## config.mk

```make
export PLATFORM = sky130hd
export DESIGN_NAME = mod_n_updown_counter
export DESIGN_NICKNAME = d
export VERILOG_FILES = /design/src/rtl/mod_n_pkg.sv /design/src/rtl/sat_event_counter.sv /design/src/rtl/mod_n_updown_counter.sv
export SDC_FILE = /design/constraint.sdc
export NUM_CORES = 1
export LEC_CHECK = 0
export BUFFER_PORTS_ARGS = -buffer_cell sky130_fd_sc_hd__buf_2
export CAP_MARGIN = 5
export CORE_AREA = 8 8 45 47
export CTS_CLUSTER_DIAMETER = 200
export DETAILED_ROUTE_END_ITERATION = 6
export DIE_AREA = 0 0 53 55
export PLACE_DENSITY = 0.67
export SLEW_MARGIN = 10
export SYNTH_ARGS = -nofsm -noshare
export SYNTH_HDL_FRONTEND = slang
export SYNTH_HIERARCHICAL = 1
export SYNTH_SLANG_ARGS = --single-unit
```

## constraint.sdc

```tcl
create_clock -name clk -period 3.2 [get_ports clk]
set_input_delay 0.32 -clock clk [delete_from_list [all_inputs] [get_ports clk]]
set_output_delay 0.32 -clock clk [all_outputs]
set_load 0.01 [all_outputs]
```

## src/rtl/mod_n_pkg.sv

```systemverilog
// rtl/mod_n_pkg.sv - shared constants, types and helpers for the modulo-N up/down counter
package mod_n_pkg;

  localparam int DEF_MOD    = 12;
  localparam int WRAP_CNT_W = 16;

  typedef enum logic {
    DIR_DOWN = 1'b0,
    DIR_UP   = 1'b1
  } dir_e;

  // Count width for a modulus; never below one bit so a degenerate modulus still elaborates.
  function automatic int mod_width(int m);
    int w;
    w = $clog2(m);
    return (w < 1) ? 1 : w;
  endfunction

endpackage

```

## src/rtl/sat_event_counter.sv

```systemverilog
// rtl/sat_event_counter.sv - saturating event counter, sticks at all-ones
module sat_event_counter #(
  parameter int WIDTH = 16
) (
  input  logic             clk,
  input  logic             rst,
  input  logic             inc,
  output logic [WIDTH-1:0] count
);

  // Count events until all-ones, then hold; only reset clears it.
  always_ff @(posedge clk) begin
    if (rst) begin
      count <= '0;
    end else if (inc && (count != '1)) begin
      count <= count + WIDTH'(1);
    end
  end

endmodule

```

## src/rtl/mod_n_updown_counter.sv

```systemverilog
// rtl/mod_n_updown_counter.sv - modulo-N up/down counter with load, cascade tc, wrap and load_err pulses; optional wrap_cnt under MOD_N_UPDOWN_COUNTER_WRAP_CNT_EN
module mod_n_updown_counter
  import mod_n_pkg::*;
#(
  parameter int MOD   = DEF_MOD,
  parameter int WIDTH = mod_width(MOD)
) (
  input  logic             clk,
  input  logic             rst,
  input  logic             en,
  input  logic             load,
  input  logic             up_dn,
  input  logic [WIDTH-1:0] d_in,
  output logic [WIDTH-1:0] c_out,
  output logic             tc,
  output logic             wrap,
  output logic             load_err
`ifdef MOD_N_UPDOWN_COUNTER_WRAP_CNT_EN
  ,
  output logic [WRAP_CNT_W-1:0] wrap_cnt
`endif
);

  generate
    if ((MOD < 2) || (MOD > 65536)) begin : g_bad_mod
      $error("mod_n_updown_counter: MOD must be in 2..65536");
    end
    if ((64'd1 << WIDTH) < 64'(MOD)) begin : g_bad_width
      $error("mod_n_updown_counter: WIDTH too small for MOD");
    end
  endgenerate

  // One extra bit so MOD itself is representable when MOD == 2**WIDTH.
  localparam logic [WIDTH:0] MOD_EXT = (WIDTH+1)'(MOD);
  localparam logic [WIDTH:0] MAX_EXT = (WIDTH+1)'(MOD - 1);
  localparam logic [WIDTH:0] ONE_EXT = (WIDTH+1)'(1);

  dir_e             dir;
  logic [WIDTH:0]   cnt_ext;
  logic             at_max;
  logic             at_zero;
  logic             out_range;
  logic             d_ok;
  logic [WIDTH-1:0] c_nxt;
  logic             wrap_nxt;
  logic             err_nxt;

  assign dir       = dir_e'(up_dn);
  assign cnt_ext   = {1'b0, c_out};
  assign at_max    = (cnt_ext == MAX_EXT);
  assign at_zero   = (c_out == '0);
  assign out_range = (cnt_ext >= MOD_EXT);
  assign d_ok      = ({1'b0, d_in} < MOD_EXT);

  // Terminal count is live in the cycle before the wrapping edge so a cascaded stage can use it as en.
  assign tc = en & ~load & ~rst & ((dir == DIR_UP) ? at_max : at_zero);

  // Next count and pulse values: load beats count, count beats hold.
  always_comb begin
    c_nxt    = c_out;
    wrap_nxt = 1'b0;
    err_nxt  = 1'b0;
    if (load) begin
      if (d_ok) begin
        c_nxt = d_in;
      end else begin
        c_nxt   = '0;
        err_nxt = 1'b1;
      end
    end else if (en) begin
      if (out_range) begin
        // Corrupted state recovers to zero silently rather than faking a wrap.
        c_nxt = '0;
      end else if (dir == DIR_UP) begin
        if (at_max) begin
          c_nxt    = '0;
          wrap_nxt = 1'b1;
        end else begin
          c_nxt = WIDTH'(cnt_ext + ONE_EXT);
        end
      end else begin
        if (at_zero) begin
          c_nxt    = MAX_EXT[WIDTH-1:0];
          wrap_nxt = 1'b1;
        end else begin
          c_nxt = WIDTH'(cnt_ext - ONE_EXT);
        end
      end
    end
  end

  // Count and pulse registers; reset overrides everything.
  always_ff @(posedge clk) begin
    if (rst) begin
      c_out    <= '0;
      wrap     <= 1'b0;
      load_err <= 1'b0;
    end else begin
      c_out    <= c_nxt;
      wrap     <= wrap_nxt;
      load_err <= err_nxt;
    end
  end

`ifdef MOD_N_UPDOWN_COUNTER_WRAP_CNT_EN
  // Bumped on the same edge that raises wrap, so count and pulse appear together.
  sat_event_counter #(
    .WIDTH(WRAP_CNT_W)
  ) u_wrap_cnt (
    .clk  (clk),
    .rst  (rst),
    .inc  (wrap_nxt),
    .count(wrap_cnt)
  );
`endif

endmodule

```

Word-level counts from Yosys, hierarchy flattened
Cells that the tools add are included.

storage, ports and cells
  flip-flop bits (word level) = 6
  input bits = 9
  output and inout port bits = 7
  logic and storage cells = 30

operators by class
  add/subtract/negate cells = 2
  order comparisons = 2
  equal/unequal tests = 1
  muxes and demuxes = 12
  bitwise gates (word level) = 6
  reductions and logical operators = 4

operators with widths
  cell                 count
  $mux 4               7
  $mux 1               5
  $add 4x1->4 const B  1
  $eq 4x4->1 const B   1
  $ge 4x4->1 const B   1
  $logic_not 4->1      1
  $lt 4x4->1 const B   1
  $reduce_or 4->1      1
  $sub 4x1->4 const B  1
  $and 1x1->1          3
  $not 1->1            3
  $reduce_bool 2->1    1
  $reduce_or 2->1      1

Depth between registers and ports, before layout
  depth after elaboration = 6
  mapped depth = 6
  mapped depth without buffers = 6

Worst setup path before layout
No wires, ideal clock.

  kind = register -> output
  start point = reg c_out[0]
  end point = out tc
  arrival time = 1,240 ps
  required time = 2,880 ps
  slack = 1,640 ps
  cell stages (with the launch flop) = 6
  path buffers = 0
  path through = dfxtp_1 inv_1 ha_1 nor3b_1 a31oi_1 nor4_1

on the way
  cells in the longest elaborated chain, start to end = 3
  elaborated cells between the ends (all ways) = 4
  those cells by class = eq/ne (1); mux (1); bitwise (1); reduce/logical (1)

RTL lines
  item                                           RTL line                                                source
  start: declaration                             mod_n_updown_counter.sv:14                              output logic [WIDTH-1:0] c_out,
  start signal: assignment                       mod_n_updown_counter.sv:99                              c_out <= c_nxt;
  $eq 4x4->1 or $logic_not 4->1 (tied branches)  mod_n_updown_counter.sv:50, mod_n_updown_counter.sv:51
  $mux 1 (*)                                     mod_n_updown_counter.sv:56                              assign tc = en & ~load & ~rst & ((dir == DIR_UP) ? at_max : at_zero);
  $and 1x1->1 (*)                                mod_n_updown_counter.sv:56
  end: declaration                               mod_n_updown_counter.sv:15                              output logic tc,

Mark *: on every way between the ends. The rest lies on a longest branch, timed or not.

Worst setup path after layout
Same ends and word-level chain as after synthesis.

==> metrics.txt <==
# TYPE chip_impl_metric gauge
chip_impl_metric{name="synthesis.area_per_instance",unit="µm²"} 8.56
chip_impl_metric{name="post_layout_nets",unit=""} 78
chip_impl_metric{name="timing.slew.headroom",unit="%"} 76.2
chip_impl_metric{name="clk_latency",unit="ps"} 240
chip_impl_metric{name="dr.pass1.iters",unit=""} 4
chip_impl_metric{name="routed_wirelength",unit="mm"} 1.09
chip_impl_metric{name="fmax",unit="MHz"} 529
chip_impl_metric{name="setup_viol",unit=""} 0
chip_impl_metric{name="place_ws",unit="ps"} 1560
chip_impl_metric{name="share_of_power_burned_in_registers",unit="%"} 41.8
chip_impl_metric{name="starting_utilization_of_the_core_area",unit="%"} 30.9
chip_impl_metric{name="postCtsSetupRepairBufs",unit=""} 0
chip_impl_metric{name="grt_pass1_wl",unit="mm"} 1.79
chip_impl_metric{name="gr-usage-met3",unit="%"} 4.55
chip_impl_metric{name="fin_skew",unit="ps"} 0.498
chip_impl_metric{name="detail_route.iter0.violations",unit=""} 3
chip_impl_metric{name="clock_tree.buffer_depth",unit=""} 2
chip_impl_metric{name="grt.met1_usage",unit="%"} 8.21
chip_impl_metric{name="final_min_period_over_clock_period",unit="%"} 59.1
chip_impl_metric{name="total_leakage_power",unit="nW"} 0.227
chip_impl_metric{name="sw_share",unit="%"} 29.4
chip_impl_metric{name="synth-edff-count",unit=""} 0
chip_impl_metric{name="vias",unit=""} 438
chip_impl_metric{name="synthesis.yosys.warnings",unit=""} 6
chip_impl_metric{name="setup_slack_on_the_worst_flop_to_flop_path",unit="ps"} 1740
chip_impl_metric{name="met2_usage",unit="%"} 13.7
chip_impl_metric{name="netlist.area_leader.share",unit="%"} 28.1
chip_impl_metric{name="setup_slack",unit="ps"} 1310
chip_impl_info{name="grt_setup_unrepaired",value="no"} 1
chip_impl_metric{name="vdd.ir_drop.worst",unit="mV"} 0.139
chip_impl_metric{name="final.setup.tns",unit="ps"} 0
chip_impl_metric{name="drc",unit=""} 0
chip_impl_metric{name="grt_max_degree",unit=""} 13
chip_impl_metric{name="final_antenna_net_count",unit=""} 0
chip_impl_metric{name="power_density",unit="nW/µm²"} 401
chip_impl_info{name="run_status",value="completed"} 1
chip_impl_metric{name="num_antenna_cells",unit=""} 0
chip_impl_metric{name="postSynthRegisterBits",unit=""} 6
chip_impl_info{name="r2r_start",value="c_out[0]$_SDFFE_PP0P_"} 1
chip_impl_metric{name="total_switching_power",unit="W"} 0.0000620
chip_impl_metric{name="period_needed",unit="ps"} 1890
chip_impl_metric{name="post_cts_resize_count",unit=""} 0
chip_impl_metric{name="drt-wirelength-per-cell",unit="µm"} 13.4
chip_impl_metric{name="htreeDepth",unit=""} 1
chip_impl_metric{name="dieArea",unit="µm²"} 2920
chip_impl_metric{name="post_drt_via_cell_ratio",unit=""} 5.41
chip_impl_metric{name="grtUsageTotal",unit="%"} 8.31
chip_impl_metric{name="antenna_found_initial",unit=""} 0
chip_impl_info{name="gr-max-usage-layer",value="met2"} 1
chip_impl_metric{name="clkPwrFrac",unit="%"} 33.1
chip_impl_metric{name="synth.cell_area",unit="µm²"} 428
chip_impl_metric{name="port_buffers",unit=""} 15
chip_impl_metric{name="row_count",unit=""} 14
chip_impl_metric{name="synth.yosys.seq_area_share",unit="%"} 28.1
chip_impl_metric{name="clock_sink_count",unit=""} 6
chip_impl_metric{name="globalRoute.totalOverflow",unit=""} 0
chip_impl_metric{name="cts_hold_buffers",unit=""} 0
chip_impl_info{name="critical_path.startpoint_type",value="flop"} 1
chip_impl_metric{name="netlist_instances",unit=""} 50
chip_impl_metric{name="core_box_area",unit="µm²"} 1380
chip_impl_metric{name="crit_fanout",unit=""} 7
chip_impl_info{name="worstHoldStart",value="rst"} 1
chip_impl_metric{name="synth_async_sr_flop_share",unit="%"} 0
chip_impl_metric{name="fp.dieH",unit="µm"} 55
chip_impl_metric{name="worst_setup_hold_path_clk_slew",unit="ps"} 40
chip_impl_metric{name="layout-drive-gt1-share",unit="%"} 33.8
chip_impl_info{name="post_synth_top_area_cell",value="sky130_fd_sc_hd__dfxtp_1"} 1
chip_impl_info{name="synth.top_cells.by_area",value="sky130_fd_sc_hd__dfxtp_1 28%, sky130_fd_sc_hd__ha_1 5.8%, sky130_fd_sc_hd__a211oi_1 5.3%"} 1
chip_impl_metric{name="gp_congestion",unit=""} 0.800
chip_impl_metric{name="post_synth_num_cell_types",unit=""} 28
chip_impl_metric{name="tightest_slew",unit="ps"} 356
chip_impl_metric{name="intPower",unit="W"} 0.000148
chip_impl_metric{name="grt_pass1_vias",unit=""} 441
chip_impl_info{name="tritoncts",value="done"} 1
chip_impl_metric{name="io-pin-count",unit=""} 16
chip_impl_metric{name="timing.final.max_slew_violations",unit=""} 0
chip_impl_metric{name="worst-r2r-cell-count",unit=""} 6
chip_impl_metric{name="hold_viol_final",unit=""} 0
chip_impl_metric{name="die_w",unit="µm"} 53
chip_impl_metric{name="min_delay_path_depth",unit=""} 2
chip_impl_metric{name="max_cap_violations",unit=""} 0
chip_impl_metric{name="timing.critical_path.arrival",unit="ps"} 1570
chip_impl_metric{name="detailed_place_hpwl",unit="µm"} 860
chip_impl_info{name="clockRootBuffer",value="sky130_fd_sc_hd__clkbuf_4"} 1
chip_impl_metric{name="area_delta_synth_final",unit="%"} 22.8
chip_impl_info{name="r2r-end",value="c_out[3]$_SDFFE_PP0P_"} 1
chip_impl_info{name="worstSetupEndpointType",value="output port"} 1
chip_impl_info{name="hold-path-endpoint",value="c_out[2]$_SDFFE_PP0P_"} 1
chip_impl_metric{name="numCtsBuffers",unit=""} 3
chip_impl_metric{name="power.share.combinational",unit="%"} 25.1
chip_impl_info{name="ys.flop_type",value="sky130_fd_sc_hd__dfxtp_1"} 1
chip_impl_info{name="hold_path_class",value="primary input to flop"} 1
chip_impl_metric{name="syn_nets",unit=""} 61
chip_impl_info{name="timing.setup.critical_path_class",value="flop to output port"} 1
chip_impl_metric{name="required",unit="ps"} 2880
==> cell usage in the layout (no fill, tap or decap) <==
master,netlist,layout
sky130_fd_sc_hd__mux2_4,1,1
sky130_fd_sc_hd__a21oi_1,3,3
sky130_fd_sc_hd__nand2_1,1,1
sky130_fd_sc_hd__xnor2_1,1,1
sky130_fd_sc_hd__nand3b_1,2,2
sky130_fd_sc_hd__a32oi_1,2,2
sky130_fd_sc_hd__nand2b_1,2,2
sky130_fd_sc_hd__nor3b_2,1,1
sky130_fd_sc_hd__o2111ai_1,1,1
sky130_fd_sc_hd__dfxtp_1,6,6
sky130_fd_sc_hd__nand3_1,1,1
sky130_fd_sc_hd__o21bai_1,1,1
sky130_fd_sc_hd__nor4_1,2,2
sky130_fd_sc_hd__or2_2,1,1
sky130_fd_sc_hd__ha_1,2,2
sky130_fd_sc_hd__o31a_1,1,1
sky130_fd_sc_hd__buf_2,1,15
sky130_fd_sc_hd__a211o_1,1,1
sky130_fd_sc_hd__nor2_1,3,3
sky130_fd_sc_hd__and3_1,1,1
sky130_fd_sc_hd__clkbuf_4,0,3
sky130_fd_sc_hd__a211oi_1,3,3
sky130_fd_sc_hd__inv_1,3,3
sky130_fd_sc_hd__nor3b_1,3,3
sky130_fd_sc_hd__a31oi_1,2,2
sky130_fd_sc_hd__o21ai_0,2,2
sky130_fd_sc_hd__o21ai_2,1,1
==> power groups by stage <==
stage / registers (W) / logic (W) / clock network, W
after floorplan: 0.0000887 / 0.0000368 / 0
after global placement: 0.0000889 / 0.0000526 / 0
after detailed placement: 0.0000894 / 0.0000529 / 0
after CTS: 0.0000879 / 0.0000534 / 0.0000742
after global routing: 0.0000889 / 0.0000588 / 0.0000790
final: 0.0000879 / 0.0000528 / 0.0000698
==> critical path, cell delays in order (launching register included) <==
cell and delay, ps:
sky130_fd_sc_hd__dfxtp_1 420, sky130_fd_sc_hd__inv_1 90, sky130_fd_sc_hd__ha_1 240, sky130_fd_sc_hd__nor3b_1 140, sky130_fd_sc_hd__a31oi_1 210, sky130_fd_sc_hd__nor4_1 80, sky130_fd_sc_hd__buf_2 140
==> cell type report <==
| type | count | area (µm²) |
|---|---|---|
| Fill cell | 154 | 858 |
| Multi-Input combinational cell | 38 | 277 |
| Sequential cell | 6 | 120 |
| Timing Repair Buffer | 15 | 75.1 |
| Clock buffer | 3 | 22.5 |
| Tap cell | 16 | 20.0 |
| Inverter | 3 | 11.3 |
==> worst max path at each step <==
stage / from / end / slack (ps) / cells past startpoint
after detailed placement: c_out[0]$_SDFFE_PP0P_ / tc / 1560 / 6
after global placement: c_out[0]$_SDFFE_PP0P_ / tc / 1630 / 6
after floorplan: c_out[0]$_SDFFE_PP0P_ / tc / 1640 / 5
after CTS: c_out[0]$_SDFFE_PP0P_ / tc / 1290 / 6
final: c_out[0]$_SDFFE_PP0P_ / tc / 1310 / 6
after global routing: c_out[0]$_SDFFE_PP0P_ / tc / 1200 / 6
==> cells in the mapped netlist (all sizes together), types with 2 or more instances <==
cell,number
ha,2
nand2b,2
inv,3
nor2,3
a211oi,3
nand3b,2
o21ai,3
nor3b,4
buf,2
nor4,2
a21oi,3
dfxtp,6
a31oi,2
a32oi,2
==> metrics by stage <==
stage	util, %	hold WS [ps]	std cells	cell area [µm²]	total power (W)
6_report	38.0	353	81	526	0.000210
5_1_grt	38.0	343	81	526	0.000227
4_1_cts	38.0	337	81	526	0.000215
3_5_place_dp	36.3	581	78	503	0.000142
3_3_place_gp	36.3	570	78	503	0.000142
2_1_floorplan	-	389	50	428	0.000125
==> sequential cells by signal (all words and copies together) (netlist names) <==
name / flops
wrap: 1
load_err: 1
c_out: 4
==> routing by layer <==
metal,vias to the layer above,wire (µm)
met5,-,0
met4,0,0
met1,207,452
met2,10,533
met3,0,102
li1,221,-
==> kinds of logic (layout without fill, tap and decap cells) <==
group                      Yosys count  after routing  share of synthesized area (%)
muxes                                1              1                           3.51
DFF                                  6              6                           28.1
adders and majority gates            2              2                           5.85
xor gates and xnor gates             1              1                           2.05
AOI/OAI and AO/OA                   17             17                           28.1
buffers and inverters                6             21                           7.31
and+or+nand+nor                     17             17                           25.1
Power figures use the tool's default switching activity.
